**src/rtl/cvm300_spi_responder.sv**
```systemverilog
// -----------------------------------------------------------------------------
// cvm300_spi_responder
//   SPI slave for the CVM300 configuration register space. A frame is 16 bits,
//   MSB first, sampled on spi_clk rise: R/W (1 = write), 7-bit address, 8-bit
//   data. Read data is shifted out on spi_clk fall. All SPI inputs are
//   oversampled by the system clock through SYNC_STAGES-deep synchronizers.
//
// Ports
//   clk          system clock, all logic on rising edge
//   reset        synchronous active-high reset
//   spi_en       frame enable from master (active high)
//   spi_clk      serial clock from master (idle low, async to clk)
//   spi_mosi     serial data from master
//   spi_miso     serial read data to master
//   spi_miso_oe  tristate enable for spi_miso, high only while read data driven
//   wr_valid     one-cycle pulse after a completed write frame
//   wr_addr      address of the last completed write
//   wr_data      data of the last completed write
//   dbg_addr     local readback address
//   dbg_data     register contents at dbg_addr (combinational)
//   abort_count  saturating count of frames ended before bit 16
// -----------------------------------------------------------------------------
module cvm300_spi_responder #(
  parameter logic [7:0] CHIP_ID     = 8'h5A,
  parameter int         SYNC_STAGES = 2
) (
  input  logic       clk,
  input  logic       reset,
  input  logic       spi_en,
  input  logic       spi_clk,
  input  logic       spi_mosi,
  output logic       spi_miso,
  output logic       spi_miso_oe,
  output logic       wr_valid,
  output logic [6:0] wr_addr,
  output logic [7:0] wr_data,
  input  logic [6:0] dbg_addr,
  output logic [7:0] dbg_data,
  output logic [7:0] abort_count
);

  typedef enum logic [2:0] {IDLE, CMD, WDATA, RDATA, DONE} state_t;

  localparam logic [6:0] ID_ADDR = 7'h7F;

  state_t                 state;
  logic [SYNC_STAGES-1:0] en_sync, sclk_sync, mosi_sync;
  logic [SYNC_STAGES-1:0] fill;      // marks when the synchronizer outputs are real
  logic                   en_q, sclk_q, armed;
  logic [3:0]             bit_cnt;
  logic [7:0]             sr;
  logic [7:0]             rd_shift;
  logic [6:0]             cmd_addr;
  logic [7:0]             regs [128];

  logic en_s, sclk_s, mosi_s;
  logic en_rise, en_fall, sclk_rise, sclk_fall;
  logic [7:0] next_sr;

  assign en_s   = en_sync[SYNC_STAGES-1];
  assign sclk_s = sclk_sync[SYNC_STAGES-1];
  assign mosi_s = mosi_sync[SYNC_STAGES-1];

  // A rise only counts once spi_en has genuinely been seen low after reset, so
  // an enable held high across reset does not look like a fresh frame start.
  assign en_rise   = en_s & ~en_q & armed;
  assign en_fall   = ~en_s & en_q;
  assign sclk_rise = sclk_s & ~sclk_q;
  assign sclk_fall = ~sclk_s & sclk_q;

  // Shift register value including the bit sampled this cycle.
  assign next_sr = {sr[6:0], mosi_s};

  assign dbg_data = (dbg_addr == ID_ADDR) ? CHIP_ID : regs[dbg_addr];

  // NOTE: all state below uses non-blocking assignments so every flop samples
  // the pre-edge value of the others, matching the hardware it describes.
  always_ff @(posedge clk) begin
    if (reset) begin
      en_sync   <= '0;
      sclk_sync <= '0;
      mosi_sync <= '0;
      fill      <= '0;
    end else begin
      en_sync   <= (en_sync << 1)   | SYNC_STAGES'(spi_en);
      sclk_sync <= (sclk_sync << 1) | SYNC_STAGES'(spi_clk);
      mosi_sync <= (mosi_sync << 1) | SYNC_STAGES'(spi_mosi);
      fill      <= (fill << 1)      | SYNC_STAGES'(1'b1);
    end
  end

  always_ff @(posedge clk) begin
    if (reset) begin
      state       <= IDLE;
      en_q        <= 1'b0;
      sclk_q      <= 1'b0;
      armed       <= 1'b0;
      bit_cnt     <= '0;
      sr          <= '0;
      rd_shift    <= '0;
      cmd_addr    <= '0;
      spi_miso    <= 1'b0;
      spi_miso_oe <= 1'b0;
      wr_valid    <= 1'b0;
      wr_addr     <= '0;
      wr_data     <= '0;
      abort_count <= '0;
      // NOTE: the register file is architecturally defined to read 00 after
      // reset, so it is built from resettable flops rather than a RAM macro.
      for (int i = 0; i < 128; i++) regs[i] <= '0;
    end else begin
      en_q     <= en_s;
      sclk_q   <= sclk_s;
      wr_valid <= 1'b0;
      if (fill[SYNC_STAGES-1] && !en_s) armed <= 1'b1;

      if (en_fall) begin
        if ((state == CMD || state == WDATA || state == RDATA) && abort_count != 8'hFF)
          abort_count <= abort_count + 8'd1;
        state       <= IDLE;
        spi_miso    <= 1'b0;
        spi_miso_oe <= 1'b0;
      end else if (en_rise) begin
        // Also restarts a frame whose closing spi_en fall was never observed.
        state       <= CMD;
        bit_cnt     <= '0;
        spi_miso    <= 1'b0;
        spi_miso_oe <= 1'b0;
      end else begin
        case (state)
          CMD: if (sclk_rise) begin
            sr      <= next_sr;
            bit_cnt <= bit_cnt + 4'd1;
            if (bit_cnt == 4'd7) begin
              cmd_addr <= next_sr[6:0];
              if (next_sr[7]) begin
                state <= WDATA;
              end else begin
                state    <= RDATA;
                rd_shift <= (next_sr[6:0] == ID_ADDR) ? CHIP_ID : regs[next_sr[6:0]];
              end
            end
          end
          WDATA: if (sclk_rise) begin
            sr      <= next_sr;
            bit_cnt <= bit_cnt + 4'd1;
            if (bit_cnt == 4'd15) begin
              state <= DONE;
              if (cmd_addr != ID_ADDR) begin
                regs[cmd_addr] <= next_sr;
                wr_valid       <= 1'b1;
                wr_addr        <= cmd_addr;
                wr_data        <= next_sr;
              end
            end
          end
          RDATA: begin
            if (sclk_fall) begin
              spi_miso    <= rd_shift[7];
              rd_shift    <= {rd_shift[6:0], 1'b0};
              spi_miso_oe <= 1'b1;
            end else if (sclk_rise) begin
              bit_cnt <= bit_cnt + 4'd1;
              if (bit_cnt == 4'd15) state <= DONE;
            end
          end
          IDLE, DONE: ;
          default: state <= IDLE;
        endcase
      end
    end
  end

endmodule
```
**config.mk**
```make
export PLATFORM = sky130hd
export DESIGN_NAME = cvm300_spi_responder
export DESIGN_NICKNAME = d
export VERILOG_FILES = /design/src/rtl/cvm300_spi_responder.sv
export SDC_FILE = /design/constraint.sdc
export NUM_CORES = 2
export LEC_CHECK = 0
export ABC_AREA = 0
export CORE_MARGIN = 3
export CORE_UTILIZATION = 46
export CTS_BUF_LIST = sky130_fd_sc_hd__clkbuf_16
export CTS_CLUSTER_DIAMETER = 40
export DETAILED_ROUTE_END_ITERATION = 12
export DONT_BUFFER_PORTS = 1
export PLACE_DENSITY = 0.62
export SYNTH_ARGS = -nofsm -noshare
export SYNTH_HDL_FRONTEND = slang
export SYNTH_SLANG_ARGS = --single-unit
```
**constraint.sdc**
```tcl
create_clock -name clk -period 4.2 [get_ports clk]
set_input_delay 1.05 -clock clk [delete_from_list [all_inputs] [get_ports clk]]
set_output_delay 1.05 -clock clk [all_outputs]
set_load 0.02 [all_outputs]
```
==> flow_summary.ini <==
[status]
outcome = finished, violations left
violations = negative setup slack

[power_and_ir_drop]
p_seq_frac = 0.447
power_frac_clock = 0.492
power.density_nw_per_um2 = 417
vdd_drop_max_v = 0.000465
switching_share = 0.229
p_comb_frac = 0.060
leakage_uw = 0.0242
internal-power_uw = 21400
p_sw_uw = 6350

[die]
io_pins = 46
core_um2 = 126000
die_w_um = 362
dieArea_um2 = 131000
initial_core_util = 0.464
rows = 130
die_h_um = 362

[critical_path]
slowest_delay_ps = 680
cp_top_family = multiplexers
cp-startpoint = dbg_addr[0]
cp.arrival_ps = 3510
path_cells = mux4_2, mux4_2, nor2_2, a221oi_1, buf_4, o22ai_4, a211oi_2, buf_4
slowest_stage = mux4_2
crit_required_ps = 3150
cp-start-kind = primary input
cp-end-kind = output pin
crit_fanout = 243
path_buf_inv = 2
crit_type = primary input to output pin
rr_startpoint = en_sync[1]

[global_route]
grt_max_degree = 258
antenna_found_initial = 3
grt_pass1_wl_um = 286000
gr-usage-all-layers = 0.301
grt_overflow = 0
grt_pass1_vias = 39100

[timing]
hold_viol = 0
max_freq_ghz = 0.219
setup_viol = 8
layout_min_cycle_time_ps = 4560
period_share = 1.09
tightest_slew_ps = 1220
finalWorstSetupSlack_ps = -363
rsz0062_at_grt = true
drv_slew = 0
relSlewSlack = 0.177
clock_skew_ps = 30.5

[final_layout]
drive_above_1_share = 0.290
fin_nets = 3999
areaGrowthSynthToFinish_pct = 13.9
multi_input_area_um2 = 24300
post-route-util = 0.529
regArea_um2 = 32100
fillerInstances = 10263

[place]
place.gp.congestion = 0.893
pre_cts_ws_ps = -381
dpl.hpwl_um = 124000
port_buffers = 0

[clock_network]
cts-root-buf = clkbuf_16
numCtsBuffers = 163
clock-sinks = 1090
clk_path_buf_depth = 3
htree_num_levels = 4
clk_latency_ps = 770
hold_buffers = 0
path_clk_slew_ps = 60
cts_tree = done

[drt]
wl_per_cell_um = 34.4
wl_um = 198000
drt-pass1-iter-count = 6
drt-vias-per-instance = 6.93
vias = 39984
drc = 0
drt_iter0_drc = 5877
postRouteAntennaNets = 0

[logic_synthesis]
async_flop_share = 0
yosysSeqAreaShare = 0.549
synth_most_common_cell = edfxtp_1
synth_warnings = 0
synth_area_per_cell_um2 = 14.4
synth-main-ff-cell = edfxtp_1
synth_top_area_cell = edfxtp_1
synth_area_um2 = 58400
synth.area.top_cells = edfxtp_1 53%, mux4_2 22%, and3_1 4.9%
ys_ff_latch = 1090
yosysUniqueCellTypes = 64
synth_top_area_share = 0.527
synth_common_cells = 1024 x edfxtp_1, 578 x mux4_2, 453 x and3_1
synth_edf_count = 1024
synthCells = 4054

[flow_run]
cap_violations = 0

[worst_hold_path]
min_from = reset
min_path_type = primary input to flip-flop
-- cells by family (layout without fill, tap and decap cells) --
kind of cell,Yosys count,in the layout,share of synthesized area
xor gates and xnor gates,11,11,0.00165
AOI/OAI and AO/OA,301,301,0.0340
adders and majority gates,2,2,0.000429
DFF,1090,1090,0.549
and+or+nand+nor,1439,1439,0.138
muxes,674,674,0.240
other,1,10,0.0000642
buffers and inverters,536,589,0.0373
-- layout by cell type, fill, tap and decap left out, types with 16 or more instances in the layout --
cell type and n:
a21o_1 48, nand3_1 30, nor2_1 159, o22ai_1 19, clkbuf_16 164, nor3_1 275
buf_4 253, a31oi_1 16, clkinv_4 16, mux2i_1 86, inv_6 20, inv_1 19
o31ai_1 16, nand2_1 95, a21oi_1 40, bufinv_16 18, clkinv_2 23, and2_1 247
and3_1 453, nor4_1 74, edfxtp_1 1024, o21ai_0 79, mux4_2 578, buf_12 29
nand2b_1 16, dfxtp_1 58, nor2b_1 26
-- flip-flops by register name (all words and copies together) (netlist names) --
signal       count
en_q             1
wr_data          8
armed            1
rd_shift         8
cmd_addr         7
sr               7
abort_count      8
en_sync          2
state            3
sclk_q           1
spi_miso         1
mosi_sync        2
fill             2
spi_miso_oe      1
wr_valid         1
bit_cnt          4
wr_addr          7
regs          1024
sclk_sync        2
-- cell type report --
type	count	share of cell area
Multi-Input combinational cell	2435	0.366
Antenna cell	2	0.0000752
Timing Repair Buffer	287	0.0381
Sequential cell	1090	0.483
Clock inverter	130	0.0200
Clock buffer	164	0.0617
Tap cell	1650	0.0310
Inverter	8	0.000658
-- power groups by stage --
stage	clock, uW	combinational (uW)	sequential (uW)
2_1_floorplan	0	1210	12500
3_3_place_gp	0	1630	12600
3_5_place_dp	0	1640	12600
4_1_cts	13800	1650	12400
5_1_grt	14200	1730	12400
6_report	13700	1680	12400
-- through the flow --
stage | instances | cell area (um^2) | TNS [ps] | hold WS, ps | power [uW]
after floorplan | 4061 | 58500 | 0 | 414 | 13700
after global placement | 5475 | 61000 | -1340 | 418 | 14200
after detailed placement | 5475 | 61000 | -1160 | 428 | 14200
after CTS | 5764 | 66500 | -323 | 324 | 27800
after global routing | 5764 | 66500 | -1870 | 336 | 28400
final | 5766 | 66500 | -2140 | 361 | 27700
-- final timing paths --
kind / end / slack [ps] / cells after the start
worst max-delay path: dbg_data[4] / -360 / 8
worst max register to register: regs[124][6] / 440 / 7
worst min-delay path: wr_data[7] / 360 / 1
worst min register to register: mosi_sync[1] / 430 / 1
-- routing by layer --
metal / part of all wire / GRT usage / up-vias
li1: - / - / 16091
met4: 0.048 / 0.131 / 0
met1: 0.37 / 0.417 / 20623
met5: 0 / 0 / -
met2: 0.46 / 0.456 / 2802
met3: 0.12 / 0.0735 / 468
-- timing repair --
action | CTS | global route
gates resized for setup | 16 | 4
pin swaps | 2 | 3
buffers inserted | 0 | 0
endpoints found under the setup margin | 6 | 8
endpoints found under the hold margin | 0 | 0
Note: power is estimated with default switching activity, not from simulation.
